==> src/rtl/multi_frequency_counter_pkg.sv <==
// Purpose: shared register map, bit positions, FSM states and helpers for the frequency meter.
// Latency: none (declarations only).
// Backpressure: not applicable.
package multi_frequency_counter_pkg;

    // Register word offsets on the control bus
    localparam logic [11:0] ADDR_CTRL   = 12'h000;
    localparam logic [11:0] ADDR_STATUS = 12'h004;
    localparam logic [11:0] ADDR_GATE   = 12'h008;
    localparam logic [11:0] ADDR_INFO   = 12'h00C;
    localparam logic [11:0] ADDR_SEQ    = 12'h010;
    localparam logic [11:0] ADDR_OVF    = 12'h014;
    localparam logic [11:0] RESULT_BASE = 12'h100;

    // CTRL bits: enable/mode are stored, start/clear are one-shot pulses
    localparam int CTRL_ENABLE = 0;
    localparam int CTRL_MODE   = 1;
    localparam int CTRL_START  = 2;
    localparam int CTRL_CLEAR  = 3;

    // STATUS bits
    localparam int STATUS_BUSY    = 0;
    localparam int STATUS_DONE    = 1;
    localparam int STATUS_OVF_LSB = 16;

    // Gate FSM states
    localparam logic [0:0] ST_IDLE = 1'b0;
    localparam logic [0:0] ST_GATE = 1'b1;

    // Every access completes with OKAY
    localparam logic [1:0] RESP_OKAY = 2'b00;

    // Merge a write into an existing register honouring byte enables
    function automatic logic [31:0] apply_wstrb(input logic [31:0] old_val,
                                                input logic [31:0] new_val,
                                                input logic [3:0]  strb);
        logic [31:0] res;
        res = old_val;
        for (int b = 0; b < 4; b++) begin
            if (strb[b]) begin
                res[8*b +: 8] = new_val[8*b +: 8];
            end
        end
        return res;
    endfunction

endpackage

==> src/rtl/multi_frequency_counter_if.sv <==
// Purpose: AXI4-Lite control bus bundle between software master and the meter slave.
// Latency: none (wires only).
// Backpressure: carried by the valid/ready pairs of each channel.
interface multi_frequency_counter_if;
    logic        arvalid;
    logic        arready;
    logic [11:0] araddr;
    logic        rvalid;
    logic        rready;
    logic [31:0] rdata;
    logic [1:0]  rresp;
    logic        awvalid;
    logic        awready;
    logic [11:0] awaddr;
    logic        wvalid;
    logic        wready;
    logic [31:0] wdata;
    logic [3:0]  wstrb;
    logic        bvalid;
    logic        bready;
    logic [1:0]  bresp;

    modport master (
        output arvalid, araddr, rready, awvalid, awaddr, wvalid, wdata, wstrb, bready,
        input  arready, rvalid, rdata, rresp, awready, wready, bvalid, bresp
    );

    modport slave (
        input  arvalid, araddr, rready, awvalid, awaddr, wvalid, wdata, wstrb, bready,
        output arready, rvalid, rdata, rresp, awready, wready, bvalid, bresp
    );
endinterface

==> src/rtl/freq_counter_channel.sv <==
// Purpose: one sensor channel: synchroniser, rising-edge detect, saturating counter, sticky overflow.
// Latency: edge pulse SYNC_STAGES+1 cycles after the input transition; cnt_next_o is combinational.
// Backpressure: none; every synchronised edge is consumed the cycle it appears.
module freq_counter_channel #(
    parameter int CNT_WIDTH   = 32,
    parameter int SYNC_STAGES = 2
) (
    input  logic                 clk_i,
    input  logic                 rst_i,
    input  logic                 sen_i,
    input  logic                 gate_i,
    input  logic                 zero_i,
    input  logic                 clr_ovf_i,
    output logic [CNT_WIDTH-1:0] cnt_next_o,
    output logic                 ovf_o
);

    logic [SYNC_STAGES-1:0] sync_q;
    logic                   last_q;
    logic                   edge_q;
    logic [CNT_WIDTH-1:0]   cnt_q;
    logic [CNT_WIDTH-1:0]   cnt_d;
    logic                   ovf_q;
    logic                   ovf_d;
    logic                   sat;
    logic                   hit;

    // Bring the asynchronous sensor into the clock domain
    always_ff @(posedge clk_i) begin
        if (rst_i) begin
            sync_q <= '0;
        end else begin
            sync_q <= {sync_q[SYNC_STAGES-2:0], sen_i};
        end
    end

    // Registered rising-edge pulse on the synchronised signal
    always_ff @(posedge clk_i) begin
        if (rst_i) begin
            last_q <= 1'b0;
            edge_q <= 1'b0;
        end else begin
            last_q <= sync_q[SYNC_STAGES-1];
            edge_q <= sync_q[SYNC_STAGES-1] & ~last_q;
        end
    end

    assign sat = &cnt_q;
    assign hit = gate_i && edge_q;

    // The value including this cycle's edge, so a terminal-cycle edge lands in the result
    assign cnt_next_o = (hit && !sat) ? cnt_q + CNT_WIDTH'(1) : cnt_q;

    // Counter next state and sticky overflow; a new overflow beats a clear
    always_comb begin
        cnt_d = zero_i ? '0 : cnt_next_o;
        ovf_d = ovf_q;
        if (clr_ovf_i) begin
            ovf_d = 1'b0;
        end
        if (hit && sat) begin
            ovf_d = 1'b1;
        end
    end

    // Counter and overflow state
    always_ff @(posedge clk_i) begin
        if (rst_i) begin
            cnt_q <= '0;
            ovf_q <= 1'b0;
        end else begin
            cnt_q <= cnt_d;
            ovf_q <= ovf_d;
        end
    end

    assign ovf_o = ovf_q;

endmodule

==> src/rtl/multi_frequency_counter.sv <==
// Purpose: multi-channel frequency meter with AXI4-Lite register access and gate-window FSM.
// Latency: read data one cycle after AR accept; write response one cycle after AW/W accept.
// Backpressure: one outstanding read and one outstanding write; arready/awready drop until R/B drain.
module multi_frequency_counter
    import multi_frequency_counter_pkg::*;
#(
    parameter int ACLK_FREQUENCY = 200000000,
    parameter int NUM_CHANNELS   = 4,
    parameter int CNT_WIDTH      = 32,
    parameter int SYNC_STAGES    = 2
) (
    input  logic                    aclk,
    input  logic                    areset,
    input  logic [NUM_CHANNELS-1:0] sen_in,
    output logic                    irq,
    multi_frequency_counter_if.slave ctrl
);

    logic                 enable_q;
    logic                 mode_q;
    logic                 start_q;
    logic                 clear_q;
    logic [31:0]          gate_cycles_q;
    logic [0:0]           state_q;
    logic [0:0]           state_d;
    logic [31:0]          timer_q;
    logic [31:0]          timer_d;
    logic [31:0]          seq_q;
    logic [31:0]          seq_d;
    logic                 done_q;
    logic                 done_d;
    logic                 latch;
    logic                 zero_cnt;
    logic                 counting;
    logic [31:0]          result_q [NUM_CHANNELS];
    logic [CNT_WIDTH-1:0] cnt_next [NUM_CHANNELS];
    logic [NUM_CHANNELS-1:0] ovf_w;
    logic [31:0]          ovf_ext;
    logic [31:0]          status_w;
    logic [31:0]          rd_val;
    logic                 rvalid_q;
    logic [31:0]          rdata_q;
    logic                 bvalid_q;
    logic                 rd_fire;
    logic                 wr_fire;
    logic                 wr_ctrl;
    logic                 wr_gate;
    logic [31:0]          gate_merged;
    logic [31:0]          gate_wr_val;

    // ---------------- channels ----------------
    assign counting = (state_q == ST_GATE);

    for (genvar g = 0; g < NUM_CHANNELS; g++) begin : g_ch
        freq_counter_channel #(
            .CNT_WIDTH  (CNT_WIDTH),
            .SYNC_STAGES(SYNC_STAGES)
        ) u_ch (
            .clk_i     (aclk),
            .rst_i     (areset),
            .sen_i     (sen_in[g]),
            .gate_i    (counting),
            .zero_i    (zero_cnt),
            .clr_ovf_i (clear_q),
            .cnt_next_o(cnt_next[g]),
            .ovf_o     (ovf_w[g])
        );
    end

    assign ovf_ext = 32'(ovf_w);
    assign irq     = done_q;

    // ---------------- write side ----------------
    assign wr_fire      = ctrl.awvalid && ctrl.wvalid && !bvalid_q;
    assign ctrl.awready = wr_fire;
    assign ctrl.wready  = wr_fire;
    assign ctrl.bvalid  = bvalid_q;
    assign ctrl.bresp   = RESP_OKAY;
    assign wr_ctrl      = wr_fire && (ctrl.awaddr == ADDR_CTRL);
    assign wr_gate      = wr_fire && (ctrl.awaddr == ADDR_GATE);
    assign gate_merged  = apply_wstrb(gate_cycles_q, ctrl.wdata, ctrl.wstrb);
    // A zero-length window would never terminate, so it is stored as one cycle
    assign gate_wr_val  = (gate_merged == 32'd0) ? 32'd1 : gate_merged;

    // Control registers; start/clear are delayed a cycle so they see the updated enable/mode
    always_ff @(posedge aclk) begin
        if (areset) begin
            enable_q      <= 1'b0;
            mode_q        <= 1'b0;
            start_q       <= 1'b0;
            clear_q       <= 1'b0;
            gate_cycles_q <= 32'(ACLK_FREQUENCY);
        end else begin
            start_q <= wr_ctrl && ctrl.wstrb[0] && ctrl.wdata[CTRL_START];
            clear_q <= wr_ctrl && ctrl.wstrb[0] && ctrl.wdata[CTRL_CLEAR];
            if (wr_ctrl && ctrl.wstrb[0]) begin
                enable_q <= ctrl.wdata[CTRL_ENABLE];
                mode_q   <= ctrl.wdata[CTRL_MODE];
            end
            if (wr_gate) begin
                gate_cycles_q <= gate_wr_val;
            end
        end
    end

    // Write response holds until the master takes it
    always_ff @(posedge aclk) begin
        if (areset) begin
            bvalid_q <= 1'b0;
        end else if (wr_fire) begin
            bvalid_q <= 1'b1;
        end else if (ctrl.bready) begin
            bvalid_q <= 1'b0;
        end
    end

    // ---------------- read side ----------------
    assign rd_fire      = ctrl.arvalid && !rvalid_q;
    assign ctrl.arready = !rvalid_q;
    assign ctrl.rvalid  = rvalid_q;
    assign ctrl.rdata   = rdata_q;
    assign ctrl.rresp   = RESP_OKAY;

    // STATUS word assembly
    always_comb begin
        status_w                      = '0;
        status_w[STATUS_BUSY]         = counting;
        status_w[STATUS_DONE]         = done_q;
        status_w[31:STATUS_OVF_LSB]   = ovf_ext[15:0];
    end

    // Read address decode; anything unmapped returns zero
    always_comb begin
        rd_val = '0;
        case (ctrl.araddr)
            ADDR_CTRL: begin
                rd_val[CTRL_ENABLE] = enable_q;
                rd_val[CTRL_MODE]   = mode_q;
            end
            ADDR_STATUS: rd_val = status_w;
            ADDR_GATE:   rd_val = gate_cycles_q;
            ADDR_INFO:   rd_val = {16'h0000, 8'(CNT_WIDTH), 8'(NUM_CHANNELS)};
            ADDR_SEQ:    rd_val = seq_q;
            ADDR_OVF:    rd_val = ovf_ext;
            default: begin
                if (ctrl.araddr[11:7] == RESULT_BASE[11:7] && ctrl.araddr[1:0] == 2'b00) begin
                    for (int i = 0; i < NUM_CHANNELS; i++) begin
                        if (ctrl.araddr[6:2] == 5'(i)) begin
                            rd_val = result_q[i];
                        end
                    end
                end
            end
        endcase
    end

    // Read data register, stable until rready
    always_ff @(posedge aclk) begin
        if (areset) begin
            rvalid_q <= 1'b0;
            rdata_q  <= '0;
        end else if (rd_fire) begin
            rvalid_q <= 1'b1;
            rdata_q  <= rd_val;
        end else if (rvalid_q && ctrl.rready) begin
            rvalid_q <= 1'b0;
        end
    end

    // ---------------- gate FSM ----------------
    // Window sequencing: start, countdown, terminal latch/reload, abort on enable loss
    always_comb begin
        state_d  = state_q;
        timer_d  = timer_q;
        seq_d    = seq_q;
        done_d   = done_q;
        latch    = 1'b0;
        zero_cnt = 1'b0;
        if (clear_q) begin
            done_d = 1'b0;
        end
        case (state_q)
            ST_IDLE: begin
                if (enable_q && (!mode_q || start_q)) begin
                    state_d  = ST_GATE;
                    timer_d  = gate_cycles_q - 32'd1;
                    zero_cnt = 1'b1;
                end
            end
            ST_GATE: begin
                if (!enable_q) begin
                    state_d = ST_IDLE;
                end else if (timer_q == 32'd0) begin
                    latch    = 1'b1;
                    seq_d    = seq_q + 32'd1;
                    done_d   = 1'b1;
                    timer_d  = gate_cycles_q - 32'd1;
                    zero_cnt = 1'b1;
                    if (mode_q) begin
                        state_d = ST_IDLE;
                    end
                end else begin
                    timer_d = timer_q - 32'd1;
                end
            end
            default: state_d = ST_IDLE;
        endcase
    end

    // FSM, timer, sequence and done state
    always_ff @(posedge aclk) begin
        if (areset) begin
            state_q <= ST_IDLE;
            timer_q <= '0;
            seq_q   <= '0;
            done_q  <= 1'b0;
        end else begin
            state_q <= state_d;
            timer_q <= timer_d;
            seq_q   <= seq_d;
            done_q  <= done_d;
        end
    end

    // Result registers capture the running counts on the terminal cycle
    always_ff @(posedge aclk) begin
        if (areset) begin
            for (int i = 0; i < NUM_CHANNELS; i++) begin
                result_q[i] <= '0;
            end
        end else if (latch) begin
            for (int i = 0; i < NUM_CHANNELS; i++) begin
                result_q[i] <= 32'(cnt_next[i]);
            end
        end
    end

endmodule

==> src/flat_wrapper.sv <==
// flat-port wrapper written by rule: the top's interface ports become plain ports
module multi_frequency_counter_flat import multi_frequency_counter_pkg::*;
#(
    parameter int ACLK_FREQUENCY = 200000000,
    parameter int NUM_CHANNELS   = 4,
    parameter int CNT_WIDTH      = 32,
    parameter int SYNC_STAGES    = 2
)
  (aclk, areset, sen_in, irq, ctrl_arvalid, ctrl_araddr, ctrl_rready, ctrl_awvalid, ctrl_awaddr, ctrl_wvalid, ctrl_wdata, ctrl_wstrb, ctrl_bready, ctrl_arready, ctrl_rvalid, ctrl_rdata, ctrl_rresp, ctrl_awready, ctrl_wready, ctrl_bvalid, ctrl_bresp);
  multi_frequency_counter_if ctrl_i ();
  input  logic aclk;
  input  logic areset;
  input  logic [NUM_CHANNELS-1:0] sen_in;
  output logic irq;
  input wire logic [$bits(ctrl_i.arvalid)-1:0] ctrl_arvalid;
  input wire logic [$bits(ctrl_i.araddr)-1:0] ctrl_araddr;
  input wire logic [$bits(ctrl_i.rready)-1:0] ctrl_rready;
  input wire logic [$bits(ctrl_i.awvalid)-1:0] ctrl_awvalid;
  input wire logic [$bits(ctrl_i.awaddr)-1:0] ctrl_awaddr;
  input wire logic [$bits(ctrl_i.wvalid)-1:0] ctrl_wvalid;
  input wire logic [$bits(ctrl_i.wdata)-1:0] ctrl_wdata;
  input wire logic [$bits(ctrl_i.wstrb)-1:0] ctrl_wstrb;
  input wire logic [$bits(ctrl_i.bready)-1:0] ctrl_bready;
  output wire logic [$bits(ctrl_i.arready)-1:0] ctrl_arready;
  output wire logic [$bits(ctrl_i.rvalid)-1:0] ctrl_rvalid;
  output wire logic [$bits(ctrl_i.rdata)-1:0] ctrl_rdata;
  output wire logic [$bits(ctrl_i.rresp)-1:0] ctrl_rresp;
  output wire logic [$bits(ctrl_i.awready)-1:0] ctrl_awready;
  output wire logic [$bits(ctrl_i.wready)-1:0] ctrl_wready;
  output wire logic [$bits(ctrl_i.bvalid)-1:0] ctrl_bvalid;
  output wire logic [$bits(ctrl_i.bresp)-1:0] ctrl_bresp;
  assign ctrl_i.arvalid = ctrl_arvalid;
  assign ctrl_i.araddr = ctrl_araddr;
  assign ctrl_i.rready = ctrl_rready;
  assign ctrl_i.awvalid = ctrl_awvalid;
  assign ctrl_i.awaddr = ctrl_awaddr;
  assign ctrl_i.wvalid = ctrl_wvalid;
  assign ctrl_i.wdata = ctrl_wdata;
  assign ctrl_i.wstrb = ctrl_wstrb;
  assign ctrl_i.bready = ctrl_bready;
  assign ctrl_arready = ctrl_i.arready;
  assign ctrl_rvalid = ctrl_i.rvalid;
  assign ctrl_rdata = ctrl_i.rdata;
  assign ctrl_rresp = ctrl_i.rresp;
  assign ctrl_awready = ctrl_i.awready;
  assign ctrl_wready = ctrl_i.wready;
  assign ctrl_bvalid = ctrl_i.bvalid;
  assign ctrl_bresp = ctrl_i.bresp;
  multi_frequency_counter #(.ACLK_FREQUENCY(ACLK_FREQUENCY), .NUM_CHANNELS(NUM_CHANNELS), .CNT_WIDTH(CNT_WIDTH), .SYNC_STAGES(SYNC_STAGES)) u_core (.aclk(aclk), .areset(areset), .sen_in(sen_in), .irq(irq), .ctrl(ctrl_i));
endmodule
==> config.mk <==
export PLATFORM = sky130hd
export DESIGN_NAME = multi_frequency_counter_flat
export DESIGN_NICKNAME = d
export VERILOG_FILES = /design/src/rtl/multi_frequency_counter_pkg.sv /design/src/rtl/multi_frequency_counter_if.sv /design/src/rtl/freq_counter_channel.sv /design/src/rtl/multi_frequency_counter.sv /design/src/flat_wrapper.sv
export SDC_FILE = /design/constraint.sdc
export NUM_CORES = 1
export LEC_CHECK = 0
export ABC_CLOCK_PERIOD_IN_PS = 13000
export BUFFER_PORTS_ARGS = -buffer_cell sky130_fd_sc_hd__buf_2
export CORE_MARGIN = 3
export CORE_UTILIZATION = 38
export DETAILED_ROUTE_END_ITERATION = 16
export GPL_TIMING_DRIVEN = 0
export HOLD_SLACK_MARGIN = 0.02
export MAX_ROUTING_LAYER = met4
export SETUP_SLACK_MARGIN = 0.4
export SYNTH_ARGS = -nofsm -noshare
export SYNTH_HDL_FRONTEND = slang
export SYNTH_SLANG_ARGS = --single-unit
export TNS_END_PERCENT = 50
==> constraint.sdc <==
create_clock -name aclk -period 13 [get_ports aclk]
set_input_delay 3.9 -clock aclk [delete_from_list [all_inputs] [get_ports aclk]]
set_output_delay 3.9 -clock aclk [all_outputs]
set_load 0.05 [all_outputs]
==> impl_metrics.py, run 1 <==
metrics = {
    "run_status": {
        "status": "finished, final reports clean",
    },
    "clocking": {
        "clk_pin_slew_ns": 0.06,
        "cts_max_level": 2,
        "tritoncts": "done",
        "insertion_delay_ns": 0.61,
        "cts_resized": 0,
        "cts_buffers": 47,
        "clk_path_buf_depth": 3,
        "ctsHoldBuffers": 0,
        "root_buffer": "clkbuf_16",
        "post-cts-setup-buffers": 0,
        "cts.sinks": 412,
    },
    "critical_path": {
        "critPathRequiredTime_ns": 9.10,
        "path_class": "input port to primary output",
        "worst_setup_path_end_kind": "primary output",
        "crit_path_end": "ctrl_wready",
        "r2r-end": "u_core.g_ch[0].u_ch.cnt_q[18]",
        "rr_worst_depth": 11,
        "crit_path_start_kind": "input port",
        "worst-path-max-fanout": 5,
        "critPathArrivalTime_ns": 4.60,
        "crit_start": "ctrl_awvalid",
        "r2r_slack_ns": 8.60,
        "r2r_start": "u_core.timer_q[0]",
    },
    "synthesis": {
        "yosys.cell_types.count": 70,
        "synth_top_family_by_area": "simple AND/OR/NAND/NOR gates",
        "synth_fa_ha_area_frac": 0.00505,
        "synth_ff_type": "dfxtp_1",
        "synthXorXnorAreaFrac": 0.0724,
        "ys_seq_area_frac": 0.481,
        "synth_area_um2": 19800,
        "synth_cells": 2189,
        "synthMuxAreaShare": 0.0509,
        "synthSimpleGateAreaFrac": 0.257,
        "ys_seq_elements": 412,
        "synth_compound_area_frac": 0.0975,
        "async_reset_ff_frac": 0,
        "yosys_warnings": 0,
        "synth_edf_count": 128,
        "avgSynthCellArea_um2": 9.06,
    },
    "floorplanning": {
        "start_util": 0.385,
        "fp.dieW_um": 234,
        "coreArea_um2": 51500,
        "core.rowCount": 83,
        "die_area_um2": 55000,
        "ios": 113,
        "die_y_um": 234,
    },
    "pwr": {
        "irDropWorstVdd_mv": 0.0871,
        "power_density_nw_per_um2": 126,
        "leakagePower_nw": 7.72,
    },
    "timing": {
        "rsz0062_at_grt": "no",
        "tns_ns": 0,
        "fin_skew_ns": 0.0253,
        "finalSetupViolations": 0,
        "post-route-min-period_ns": 8.50,
        "fmaxAchievable_ghz": 0.118,
        "worst_slack_ns": 4.50,
        "min_period_over_period": 0.654,
        "hold_violations": 0,
        "max_slew.worst_pin.slew_ns": 1.34,
        "maxSlewViolCount": 0,
        "max_slew_margin": 0.0974,
    },
    "route": {
        "drt_iter0_drc": 1756,
        "dr.pass1.iters": 6,
        "route.detailed.drc": 0,
        "wl_mm": 68.2,
        "avgRoutedWirePerCell_um": 22.2,
        "via_count": 17461,
        "viasPerCell": 5.70,
        "ant_nets": 0,
    },
    "cells_and_area": {
        "nets": 2424,
        "drive_gt1_frac": 0.123,
        "regArea_um2": 9530,
        "n_fill_cell": 5056,
        "syn_to_final_growth_pct": 14.9,
        "multiInputGateArea_um2": 9600,
    },
    "grt": {
        "grt_pass1_vias": 16341,
        "grt_max_degree": 68,
        "grt.total_usage": 0.251,
        "overflow": 0,
        "antenna_found_initial": 1,
        "grt_first_pass_wirelength_mm": 101,
    },
    "flow_run": {
        "cap_viol_max_count": 0,
    },
    "place": {
        "dpl.hpwl_mm": 51.7,
        "preCtsSetupSlack_ns": 4.50,
        "gp_congestion": 0.972,
        "portBuffers": 103,
    },
    "worst_hold_path": {
        "hold_path_class": "flip-flop to flip-flop",
    },
}
## sequential cells by signal, indices dropped and copies added (netlist names)
register / flops
u_core.seq_q: 32
u_core.enable_q: 1
u_core.result_q: 128
u_core.ctrl.rvalid: 1
u_core.g_ch.u_ch.sync_q: 8
u_core.ctrl.bvalid: 1
u_core.irq: 1
u_core.ctrl.rdata: 32
u_core.clear_q: 1
u_core.start_q: 1
u_core.g_ch.u_ch.edge_q: 4
u_core.mode_q: 1
u_core.g_ch.u_ch.ovf_o: 4
u_core.counting: 1
u_core.gate_cycles_q: 32
u_core.g_ch.u_ch.last_q: 4
u_core.timer_q: 32
u_core.g_ch.u_ch.cnt_q: 128
## stage by stage
step / hold slack (ns) / instances / cell area [um^2] / utilization / total power, mW
final: 0.385 / 3065 / 22800 / 0.442 / 2.87
after global routing: 0.421 / 3065 / 22800 / 0.442 / 2.95
after CTS: 0.389 / 3064 / 22800 / 0.442 / 2.89
after detailed placement: 0.383 / 2976 / 21200 / 0.413 / 1.56
after global placement: 0.376 / 2975 / 21200 / 0.412 / 1.57
after floorplan: 0.367 / 2192 / 19800 / - / 1.49
## worst min path at each step
stage	from	to	cells after the start
final	u_core.g_ch[1].u_ch.last_q	u_core.g_ch[1].u_ch.edge_q	1
after CTS	u_core.g_ch[1].u_ch.last_q	u_core.g_ch[1].u_ch.edge_q	1
after floorplan	u_core.g_ch[0].u_ch.last_q	u_core.g_ch[0].u_ch.edge_q	1
after detailed placement	u_core.g_ch[1].u_ch.last_q	u_core.g_ch[1].u_ch.edge_q	1
after global routing	u_core.g_ch[0].u_ch.last_q	u_core.g_ch[0].u_ch.edge_q	1
after global placement	u_core.g_ch[1].u_ch.last_q	u_core.g_ch[1].u_ch.edge_q	1
## cells in the final DEF (no fill, tap or decap), drive strengths merged, types with 7 or more instances in the layout
cell type	count
clkinv	17
a211o	13
mux2i	22
nor2	418
xor2	52
nor3b	13
clkbuf	174
o22ai	33
nor2b	27
dfxtp	284
or3	20
a221oi	30
and3	42
and4	17
a211oi	14
nor4b	7
nand3	75
inv	35
mux2	68
a21oi	74
and2	13
edfxtp	128
nand2b	14
o211ai	7
xnor2	112
a31oi	7
or4	23
nand2	104
buf	138
nand4	58
or2	7
o21ai	87
nor4	66
nor3	110
ha	8
## critical path, cell delays in order
cell,delay [ns]
buf_2,0.08
and3b_1,0.24
buf_4,0.13
buf_2,0.25
## per-layer routing
metal  track usage  wire, um
met1         0.332     29400
met2         0.392     31100
met3        0.0420      5220
met4        0.0867      2420
met5             -         0
## cell usage after synthesis (27+ instances only)
master,count,share of area
edfxtp_1,128,0.19
nand2_1,104,0.020
clkbuf_1,111,0.021
xor2_1,52,0.023
nor2b_1,27,0.0085
nand4_1,58,0.018
a21oi_1,74,0.019
dfxtp_1,284,0.29
nor4_1,63,0.020
mux2_2,68,0.039
nor3_1,110,0.028
nand3_1,75,0.019
inv_1,34,0.0064
o22ai_1,33,0.010
nor2_1,418,0.079
o21ai_0,87,0.022
xnor2_1,112,0.049
a221oi_1,30,0.013
and3_1,42,0.013
## final cells by class
class / count / share of cell area
tap: 680 / 0.0373
clock buffer: 63 / 0.0569
timing repair buffer: 104 / 0.0238
multi-input combinational: 1601 / 0.421
buffer: 145 / 0.0264
sequential: 412 / 0.418
clock inverter: 25 / 0.0107
antenna: 1 / 0.000110
inverter: 34 / 0.00560
## kinds of logic (layout without fill, tap and decap cells)
group           Yosys count  count (layout)
simple gates           1029            1029
flops                   412             412
compound gates          305             305
buf+inv                 179             371
xor+xnor                164             164
mux                      91              91
fa+ha+maj                 8               8
other cells               1               5
## where the power goes
group | switching [mW] | internal (mW) | total, mW
logic | 0.123 | 0.0493 | 0.173
registers | 0.0142 | 1.35 | 1.37
clock network | 0.565 | 0.765 | 1.33
total | 0.702 | 2.17 | 2.87
No activity file was read; power rests on OpenSTA's default activity.
==> run 2: changes to the inputs <==
- ABC_AREA: not set -> 1
- ABC_CLOCK_PERIOD_IN_PS: 13000 -> 8900
- clock period: 13 -> 8.9 ns (I/O delays scaled with it)
==> run 2 against run 1 <==
Against the previous run:
- worst hold slack got worse by 0.0037 ns
- global-route usage rose by 0.22 points
- final cell count rose by 33%
- sequential share of layout area fell by 4.9 points
- register-to-register slack got worse by 2.8 ns
- worst setup slack got worse by 1.6 ns
- critical path depth rose by 1
- area after synthesis rose by 14%
- utilization barely moved
- via count rose by 23%
- design area rose by 13%
- sequential power rose by 46%
- critical path type unchanged
- highest routed layer unchanged
==> impl_metrics.py, run 2 <==
metrics = {
    "synthesis": {
        "yosysMostFrequentCell": "nand2_1",
        "synth_top_cell_by_area": "dfxtp_1",
        "synth_area_um2": 22700,
        "yosys-top-cells-count": "nand2_1, nor2_1, dfxtp_1",
        "netlist_top_cells_area": "dfxtp_1, edfxtp_1, nand2_1, nor2_1, inv_1",
        "synth_top_area_frac": 0.251,
        "async_reset_ff_frac": 0,
        "ys_seq_area_frac": 0.420,
        "synth_cells": 3101,
        "yosys.cell_types.count": 50,
        "avgSynthCellArea_um2": 7.32,
        "yosys_warnings": 0,
        "ys_seq_elements": 412,
        "synth_ff_type": "dfxtp_1",
        "synth_edf_count": 128,
    },
    "critical_path": {
        "worst-path-max-fanout": 5,
        "crit_top_cell": "buf_2",
        "critPathRequiredTime_ns": 6.23,
        "critical_path_buf_inv_count": 3,
        "cpMaxStageDelayCell": "buf_2",
        "worstPathCellList": "buf_2 -> nand2_1 -> nor2_2 -> buf_4 -> buf_2",
        "cpPeakStageDelay_ns": 0.24,
        "worst_setup_path_end_kind": "primary output",
        "critPathArrivalTime_ns": 3.36,
        "critical_path.top_delay_family": "buffers and inverters",
        "crit_path_start_kind": "input port",
        "path_class": "input port to primary output",
    },
    "route": {
        "route.detailed.drc": 0,
        "routed.top_layer": "met4",
        "avgRoutedWirePerCell_um": 19.6,
        "dr_wl_met2_mm": 36.4,
        "wl_mm": 79.6,
        "dr_wl_met3_mm": 5.42,
        "ant_nets": 0,
        "drt_iter0_drc": 1819,
        "dr.pass1.iters": 6,
        "wl_met1_mm": 34.6,
        "via_count": 21429,
        "viasPerCell": 5.27,
    },
    "floorplanning": {
        "die_area_um2": 62700,
        "coreArea_um2": 58400,
        "ios": 113,
        "start_util": 0.389,
        "fp.dieW_um": 250,
        "die_y_um": 250,
        "core.rowCount": 88,
    },
    "pwr": {
        "comb_power_share": 0.047,
        "irDropWorstVdd_mv": 0.153,
        "p_sw_frac": 0.237,
        "finalPower_mw": 4.19,
        "leakagePower_nw": 9.59,
        "cell_internal_pwr_mw": 3.20,
        "seqPwrFrac": 0.477,
        "clock_power_share": 0.475,
        "netSwitchingPower_uw": 993,
        "power_density_nw_per_um2": 162,
    },
    "cells_and_area": {
        "regArea_um2": 9530,
        "syn_to_final_growth_pct": 13.7,
        "final_common_cell": "nand2_1",
        "n_fill_cell": 6113,
        "multiInputGateArea_um2": 11300,
        "final_util": 0.442,
        "nets": 3341,
        "instances_no_fill": 4068,
        "final_cell_area_um2": 25800,
        "final_cell_mix": "nand2_1, nor2_1, dfxtp_1",
        "drive_gt1_frac": 0.110,
        "largestRegisters": "u_core.g_ch.u_ch.cnt_q (128), u_core.result_q (128)",
    },
    "clocking": {
        "root_buffer": "clkbuf_16",
        "insertion_delay_ns": 0.59,
        "cts_max_level": 2,
        "clk_path_buf_depth": 3,
        "clk_pin_slew_ns": 0.06,
        "cts_resized": 0,
        "cts.sinks": 412,
        "cts_buffers": 47,
        "tritoncts": "done",
        "ctsHoldBuffers": 0,
        "post-cts-setup-buffers": 0,
    },
    "timing": {
        "fmaxAchievable_ghz": 0.166,
        "hold_violations": 0,
        "finalSetupViolations": 0,
        "max_slew_margin": 0.361,
        "max_slew.worst_pin.slew_ns": 0.958,
        "worst_slack_ns": 2.87,
        "rsz0062_at_grt": "no",
        "fin_skew_ns": 0.0232,
        "tns_ns": 0,
        "holdWs_ns": 0.382,
        "maxSlewViolCount": 0,
        "post-route-min-period_ns": 6.03,
        "min_period_over_period": 0.678,
    },
    "place": {
        "dp_cells": 3978,
        "preCtsSetupSlack_ns": 2.85,
        "gp_congestion": 0.984,
        "dpl.hpwl_mm": 62.9,
        "portBuffers": 108,
        "placed_area_um2": 24200,
    },
    "run_status": {
        "status": "finished, final reports clean",
    },
    "grt": {
        "grt_first_pass_wirelength_mm": 119,
        "grt_max_degree": 69,
        "grt_pass1_vias": 19832,
        "overflow": 0,
        "grt.total_usage": 0.254,
        "antenna_found_initial": 3,
    },
    "flow_run": {
        "cap_viol_max_count": 0,
    },
    "worst_hold_path": {
        "hold_path_class": "flip-flop to flip-flop",
    },
}
-- run 2: cell types whose count changed after synthesis, sizes merged, moves of 46 or more --
cell	previous run	this run
clkbuf	111	45
a21oi	74	261
xor2	52	111
o21ai	87	192
nand3	75	142
nor4	66	6
xnor2	112	46
inv	34	277
buf	34	80
nor2	418	471
mux2	68	0
nand2	104	766
-- run 2: per-layer routing --
layer | global-route usage | vias to the layer above
li1 | - | 10549
met1 | 0.328 | 9943
met2 | 0.404 | 792
met3 | 0.0346 | 145
met4 | 0.0984 | 0
met5 | - | -
-- run 2: path summary, 6_finish.rpt --
kind / start / to / slack [ns] / cells past startpoint
setup / recovery: ctrl_awvalid / ctrl_wready / 2.87 / 5
hold / removal: u_core.g_ch[1].u_ch.last_q / u_core.g_ch[1].u_ch.edge_q / 0.38 / 1
setup reg to reg: u_core.timer_q[23] / u_core.result_q[2][4] / 5.85 / 9
hold reg to reg: u_core.g_ch[1].u_ch.last_q / u_core.g_ch[1].u_ch.edge_q / 0.38 / 1
-- run 2: logic make-up (layout without fill, tap and decap cells) --
family	after synthesis	after routing	synth area share
and+or+nand+nor	1576	1576	0.293
AOI/OAI and AO/OA	538	538	0.138
DFF	412	412	0.420
buffers and inverters	405	601	0.0824
xor gates and xnor gates	157	157	0.0606
adders and majority gates	8	8	0.00441
muxes	4	4	0.00176
other	1	7	0.000165
-- run 2: final cells by class --
class,instances,share of cell area
multi-input combinational,2287,0.438
sequential,412,0.369
clock buffer,64,0.0509
inverter,280,0.0408
tap,765,0.0371
buffer,125,0.0317
timing repair buffer,109,0.0220
clock inverter,23,0.00936
antenna,3,0.000291
-- run 2: power by group through the flow --
stage	Sequential, mW	Clock (mW)	Combinational, mW
after floorplan	2.06	0	0.0866
after global placement	2.05	0	0.194
after detailed placement	2.04	0	0.197
after CTS	2.00	2.03	0.197
after global routing	2.00	2.10	0.211
final	2.00	1.99	0.198
